## config.mk

```make
export PLATFORM = sky130hd
export DESIGN_NAME = item_interact_ctrl
export DESIGN_NICKNAME = d
export VERILOG_FILES = /design/src/rtl/overcooked_pkg.sv /design/src/rtl/interact_rules.sv /design/src/rtl/item_interact_ctrl.sv
export SDC_FILE = /design/constraint.sdc
export NUM_CORES = 1
export LEC_CHECK = 0
export BUFFER_PORTS_ARGS = -buffer_cell sky130_fd_sc_hd__buf_2
export CAP_MARGIN = 15
export CORE_ASPECT_RATIO = 1.25
export CORE_UTILIZATION = 32
export DETAILED_ROUTE_END_ITERATION = 8
export PLACE_DENSITY_LB_ADDON = 0.15
export SYNTH_ARGS = -nofsm -noshare
export SYNTH_HDL_FRONTEND = slang
export SYNTH_SLANG_ARGS = --single-unit
```

## constraint.sdc

```tcl
create_clock -name clk -period 2.2 [get_ports clk]
set_input_delay 0.22 -clock clk [delete_from_list [all_inputs] [get_ports clk]]
set_output_delay 0.22 -clock clk [all_outputs]
set_load 0.05 [all_outputs]
```

## src/rtl/overcooked_pkg.sv

```systemverilog
// ---------------------------------------------------------------------------
// overcooked_pkg : sprite codes, tile count and interact FSM state encoding
// Rev 1.0
// ---------------------------------------------------------------------------
`default_nettype none

package overcooked_pkg;

  localparam logic [2:0] SPR_NONE   = 3'd0;
  localparam logic [2:0] SPR_POT    = 3'd1;
  localparam logic [2:0] SPR_PLATE  = 3'd2;
  localparam logic [2:0] SPR_ONION1 = 3'd3;
  localparam logic [2:0] SPR_ONION2 = 3'd4;
  localparam logic [2:0] SPR_ONION3 = 3'd5;
  localparam logic [2:0] SPR_SOUP   = 3'd6;
  localparam logic [2:0] SPR_ORDER  = 3'd7;

  localparam int NUM_TILES = 120;

  typedef enum logic [1:0] {
    S_IDLE  = 2'd0,
    S_ADDR  = 2'd1,
    S_READ  = 2'd2,
    S_WRITE = 2'd3
  } state_t;

endpackage

`default_nettype wire

```

## src/rtl/interact_rules.sv

```systemverilog
// ---------------------------------------------------------------------------
// interact_rules : maps held item, read sprite, tile and pot count to an action
// Rev 1.0
// ---------------------------------------------------------------------------
`default_nettype none

module interact_rules
  import overcooked_pkg::*;
#(
  parameter logic [6:0] POT_TILE        = 7'd45,
  parameter logic [6:0] SERVE_TILE      = 7'd9,
  parameter int         ONIONS_PER_SOUP = 2
) (
  input  logic [2:0] heldItem,
  input  logic [2:0] rd,
  input  logic [6:0] tile,
  input  logic [1:0] onionCount,
  output logic       act,
  output logic       doWrite,
  output logic [2:0] wrData,
  output logic [2:0] newHeld,
  output logic       cntInc,
  output logic       cntClr,
  output logic       serve
);

  localparam logic [1:0] c_CNT_MAX   = 2'(ONIONS_PER_SOUP);
  localparam logic [6:0] c_NUM_TILES = 7'(NUM_TILES);

  logic w_onion_held;
  logic w_at_pot;

  assign w_onion_held = (heldItem >= SPR_ONION1) && (heldItem <= SPR_ONION3);
  assign w_at_pot     = w_onion_held && (tile == POT_TILE) && (rd == SPR_POT);

  // First matching rule wins; anything unmatched (incl. off-map tiles) is a no-op.
  always_comb begin
    act     = 1'b0;
    doWrite = 1'b0;
    wrData  = SPR_NONE;
    newHeld = heldItem;
    cntInc  = 1'b0;
    cntClr  = 1'b0;
    serve   = 1'b0;
    if (tile >= c_NUM_TILES) begin
      act = 1'b0;
    end else if ((heldItem == SPR_NONE) && (rd >= SPR_PLATE) && (rd <= SPR_SOUP)) begin
      act     = 1'b1;
      doWrite = 1'b1;
      wrData  = SPR_NONE;
      newHeld = rd;
    end else if (w_at_pot && (onionCount < c_CNT_MAX)) begin
      act     = 1'b1;
      cntInc  = 1'b1;
      newHeld = SPR_NONE;
    end else if (w_at_pot && (onionCount == c_CNT_MAX)) begin
      act     = 1'b1;
      doWrite = 1'b1;
      wrData  = SPR_SOUP;
      cntClr  = 1'b1;
      newHeld = SPR_NONE;
    end else if ((heldItem == SPR_PLATE) && (rd == SPR_SOUP)) begin
      act     = 1'b1;
      doWrite = 1'b1;
      wrData  = SPR_POT;
      newHeld = SPR_SOUP;
    end else if ((heldItem == SPR_SOUP) && (tile == SERVE_TILE)) begin
      act     = 1'b1;
      serve   = 1'b1;
      newHeld = SPR_NONE;
    end else if ((heldItem != SPR_NONE) && (rd == SPR_NONE) && (tile != SERVE_TILE)) begin
      act     = 1'b1;
      doWrite = 1'b1;
      wrData  = heldItem;
      newHeld = SPR_NONE;
    end
  end

endmodule

`default_nettype wire

```

## src/rtl/item_interact_ctrl.sv

```systemverilog
// ---------------------------------------------------------------------------
// item_interact_ctrl : press-driven read/evaluate/write controller for the tile store
// Rev 1.0
// ---------------------------------------------------------------------------
`default_nettype none

module item_interact_ctrl
  import overcooked_pkg::*;
#(
  parameter logic [6:0] POT_TILE        = 7'd45,
  parameter logic [6:0] SERVE_TILE      = 7'd9,
  parameter int         ONIONS_PER_SOUP = 2
) (
  input  logic       clk,
  input  logic       Reset,
  input  logic       interact,
  input  logic [6:0] facingTile,
  input  logic [2:0] spriteIndex,
  output logic [6:0] tileIndex,
  output logic       writeEnable,
  output logic [2:0] spriteIndexIn,
  output logic       respawnPlate,
  output logic [2:0] heldItem,
  output logic       soupServed,
  output logic       busy
);

  state_t     r_state;
  state_t     w_state_nxt;
  logic       r_interact_q;
  logic [1:0] r_onion_cnt;
  logic       w_press;

  logic       w_act;
  logic       w_do_write;
  logic [2:0] w_wr_data;
  logic [2:0] w_new_held;
  logic       w_cnt_inc;
  logic       w_cnt_clr;
  logic       w_serve;

  assign w_press = interact & ~r_interact_q;
  assign busy    = (r_state != S_IDLE);

  interact_rules #(
    .POT_TILE        (POT_TILE),
    .SERVE_TILE      (SERVE_TILE),
    .ONIONS_PER_SOUP (ONIONS_PER_SOUP)
  ) u_rules (
    .heldItem   (heldItem),
    .rd         (spriteIndex),
    .tile       (tileIndex),
    .onionCount (r_onion_cnt),
    .act        (w_act),
    .doWrite    (w_do_write),
    .wrData     (w_wr_data),
    .newHeld    (w_new_held),
    .cntInc     (w_cnt_inc),
    .cntClr     (w_cnt_clr),
    .serve      (w_serve)
  );

  always_ff @(posedge clk) begin
    if (!Reset) begin
      r_state <= S_IDLE;
    end else begin
      r_state <= w_state_nxt;
    end
  end

  always_comb begin
    w_state_nxt = r_state;
    case (r_state)
      S_IDLE:  if (w_press) w_state_nxt = S_ADDR;
      S_ADDR:  w_state_nxt = S_READ;
      S_READ:  w_state_nxt = w_act ? S_WRITE : S_IDLE;
      S_WRITE: w_state_nxt = S_IDLE;
      default: w_state_nxt = S_IDLE;
    endcase
  end

  // Action outputs are registered at the READ edge so they are visible exactly in WRITE.
  always_ff @(posedge clk) begin
    if (!Reset) begin
      r_interact_q  <= 1'b1;
      tileIndex     <= 7'd0;
      spriteIndexIn <= SPR_NONE;
      writeEnable   <= 1'b0;
      respawnPlate  <= 1'b0;
      soupServed    <= 1'b0;
      heldItem      <= SPR_NONE;
      r_onion_cnt   <= 2'd0;
    end else begin
      r_interact_q <= interact;
      writeEnable  <= 1'b0;
      respawnPlate <= 1'b0;
      soupServed   <= 1'b0;
      if ((r_state == S_IDLE) && w_press) begin
        tileIndex <= facingTile;
      end
      if ((r_state == S_READ) && w_act) begin
        writeEnable   <= w_do_write;
        spriteIndexIn <= w_wr_data;
        respawnPlate  <= w_serve;
        soupServed    <= w_serve;
        heldItem      <= w_new_held;
        if (w_cnt_clr) begin
          r_onion_cnt <= 2'd0;
        end else if (w_cnt_inc) begin
          r_onion_cnt <= r_onion_cnt + 2'd1;
        end
      end
    end
  end

endmodule

`default_nettype wire

```

==> summary.md <==
| Metric | Value |
|---|---|
| Clk buf depth | 2 |
| Sequential standard cell area | 404 um2 |
| Worst Setup Start Kind | flip-flop |
| Slew @ Worst Pin | 452 ps |
| Unique cell type count in the Yosys netlist | 43 |
| Top layer reached by signal wires | met4 |
| Worst Setup End Kind | flip-flop |
| Worst Path Arrival | 2230 ps |
| WL met3 | 74 um |
| Post-synthesis sequential area ratio | 36.9% |
| Final hold slack | 154 ps |
| Fillers | 341 |
| CTS tree | done |
| DP Cell Count | 175 |
| Rows | 23 |
| Via count | 913 |
| Reg2reg path depth | 6 |
| Drt wl/cell | 13.0 um |
| Post-layout min period | 2040 ps |
| DRT met1 WL | 1.15 mm |
| Metal2 WL | 1.09 mm |
| First DRT Iteration DRCs | 14 |
| Number of global-route vias before repair | 854 |
| Worst Setup Path Type | flip-flop to flip-flop |
| Final GP Congestion | 0.742 |
| Initial core utilization | 33.7% |
| CP required | 2390 ps |
| CTS Sinks | 20 |
| PortBufs | 29 |
| Yosys reg bits | 20 |
| Post-route insts no fill | 180 |
| Routed vias/inst | 5.07 |
| Main synth FF type | dfxtp_1 |
| Synthesized Nets | 124 |
| Final Hold Fails | 0 |
| Post-synth EDFFs | 0 |
| Max-capacitance violation count | 0 |
| Mapped Area | 1090 um2 |
| Layout cells sized above 1 | 39.9% |
| Clock group share of total power | 37.3% |
| First-pass GRT wire length | 4.17 mm |
| Most frequent cell after synthesis | dfxtp_1 |
| Max-slew headroom | 69.4% |
| Setup violators final | 0 |
| Synth area leaders | dfxtp_1 37%, mux2i_1 11%, nor2b_1 4.0% |
| Crit share post-route | 92.8% |
| GRT Total Usage | 15.6% |
| Hold Crit Depth | 2 |
| NumNets Final | 158 |
| Sequential Power Share | 49.4% |
| Area share of the largest cell type after synthesis | 36.9% |
| Residual DRC | 0 |
| Die ar. | 3630 um2 |
| Pre-antenna DRT Iters | 4 |
| Leakage power | 0.000609 uW |
| P_sw | 199 uW |
| CP max FO | 8 |
| R2R Setup Slk | 160 ps |
| Chip height | 67.1 um |
| DIE WIDTH | 54.1 um |
| Clk root buf | clkbuf_8 |
| Pwr per Cell Area | 572 nW/um2 |
| Outcome | complete, no violations |
| Core Footprint | 3220 um2 |
| Switching share of power | 25.9% |
| Reg clk slew, reported paths | 80 ps |
| I/O Pins | 30 |
| DP HPWL | 1.77 mm |
| H-tree depth | 1 |
| Area of the multi-input gates | 639 um2 |
| Initial antenna violation count | 0 |
| VDD IR max | 0.301 mV |
| Post-synth top cells | 20 x dfxtp_1, 12 x mux2i_1, 9 x nand2_1 |
| Max Freq | 490 MHz |
| Asr flop ratio synth | 0% |
| Clock latency on the worst-skew pair | 260 ps |
| Syn-to-layout area delta | 23.6% |
| Routed Antenna Nets | 0 |
| Mapped Cells | 110 |
| Worst clock skew | 1.55 ps |
| Post-synth top area cell | dfxtp_1 |
| DRT Wirelength | 2.35 mm |
| Avg Cell Area, Syn | 9.87 um2 |
| Total clock buffers created by CTS | 3 |
| Worst Hold End | r_interact_q |
| Pin count of the biggest net entering global routing | 27 |
| Yosys warnings | 0 |
| HP Start | interact |
| Comb pwr share | 13.3% |
| Worst reg2reg path endpoint | heldItem[1] |
| Worst r2r src | heldItem[2] |
| CP Launch Point | heldItem[2] |
| Hold WC Path Type | input pin to flip-flop |
| Int Pwr | 570 uW |
| ANT cells | 0 |
| Aggregate global routing overflow | 0 |
| Fin. max-slew vios | 0 |
power by group through the flow:
stage                     Combinational [uW]  Sequential [uW]  Clock, uW
after floorplan                         51.8              407          0
after global placement                   101              388          0
after detailed placement                 101              388          0
after CTS                                101              380        295
after global routing                     111              381        306
final                                    102              380        287
final cells by class:
cell class                 instances  area share, %
inverter                           3          0.839
timing repair buffer              34           13.9
tap                               37           3.45
multi-input combinational         82           47.6
clock buffer                       4           4.10
sequential                        20           30.1
critical path, stage by stage, from the launching register on:
cell and delay, ps:
dfxtp_1 500, nor3_2 120, and3_1 180, or2_2 320, o41ai_4 460, buf_6 200, mux2i_1 190
cells in the final DEF, fill, tap and decap left out, drive strengths merged, types with 2 or more instances in the layout:
master and count:
a21boi 2, a21oi 3, and3 6, and3b 4, buf 34, clkbuf 4
dfxtp 20, inv 3, mux2i 12, nand2 9, nand2b 3, nand3 2
nand4 3, nand4b 2, nor2b 7, nor3 3, nor3b 2, nor4b 2
o21ai 3, or2 4
through the flow:
step | setup WS, ps | setup TNS (ps) | total power [uW] | cell area, um2 | util (%)
after floorplan | 1.84 | 0 | 459 | 1090 | -
after global placement | 158 | 0 | 489 | 1280 | 39.6
after detailed placement | 76.2 | 0 | 489 | 1280 | 39.6
after CTS | 39.9 | 0 | 776 | 1330 | 41.3
after global routing | -2.62 | -2.62 | 797 | 1340 | 41.7
final | 158 | 0 | 769 | 1340 | 41.7
worst max path at each step:
stage,endpoint,slack [ps],cells after the start
floorplan,r_state[0],2,5
global placement,heldItem[0],160,6
CTS,heldItem[1],40,6
finish,heldItem[1],160,6
detailed placement,heldItem[1],80,6
global route,heldItem[0],-3,6
flip-flops by register name, indices dropped and copies added (netlist names):
name / cells
heldItem: 3
r_onion_cnt: 2
soupServed: 1
spriteIndexIn: 3
writeEnable: 1
r_state: 2
tileIndex: 7
r_interact_q: 1
routing by layer:
metal  vias to the layer above  global-route usage (%)
li1                        472                       -
met1                       416                    21.2
met2                        21                    24.4
met5                         -                       0
met3                         4                    3.38
met4                         0                    4.81
timing repair:
item	4_1_cts	5_1_grt
resized for setup	0	1
endpoints found under the setup margin	0	6
hold buffers	0	0
setup buffers	0	1
cells by family after synthesis:
group                      after synthesis  share of synthesized area, %
muxes                                   12                          11.1
DFF                                     20                          36.9
buffers and inverters                    8                          4.26
and+or+nand+nor                         51                          32.0
AOI/OAI and AO/OA                       18                          14.6
adders and majority gates                1                          1.15
Note: power is estimated with default switching activity, not from simulation.
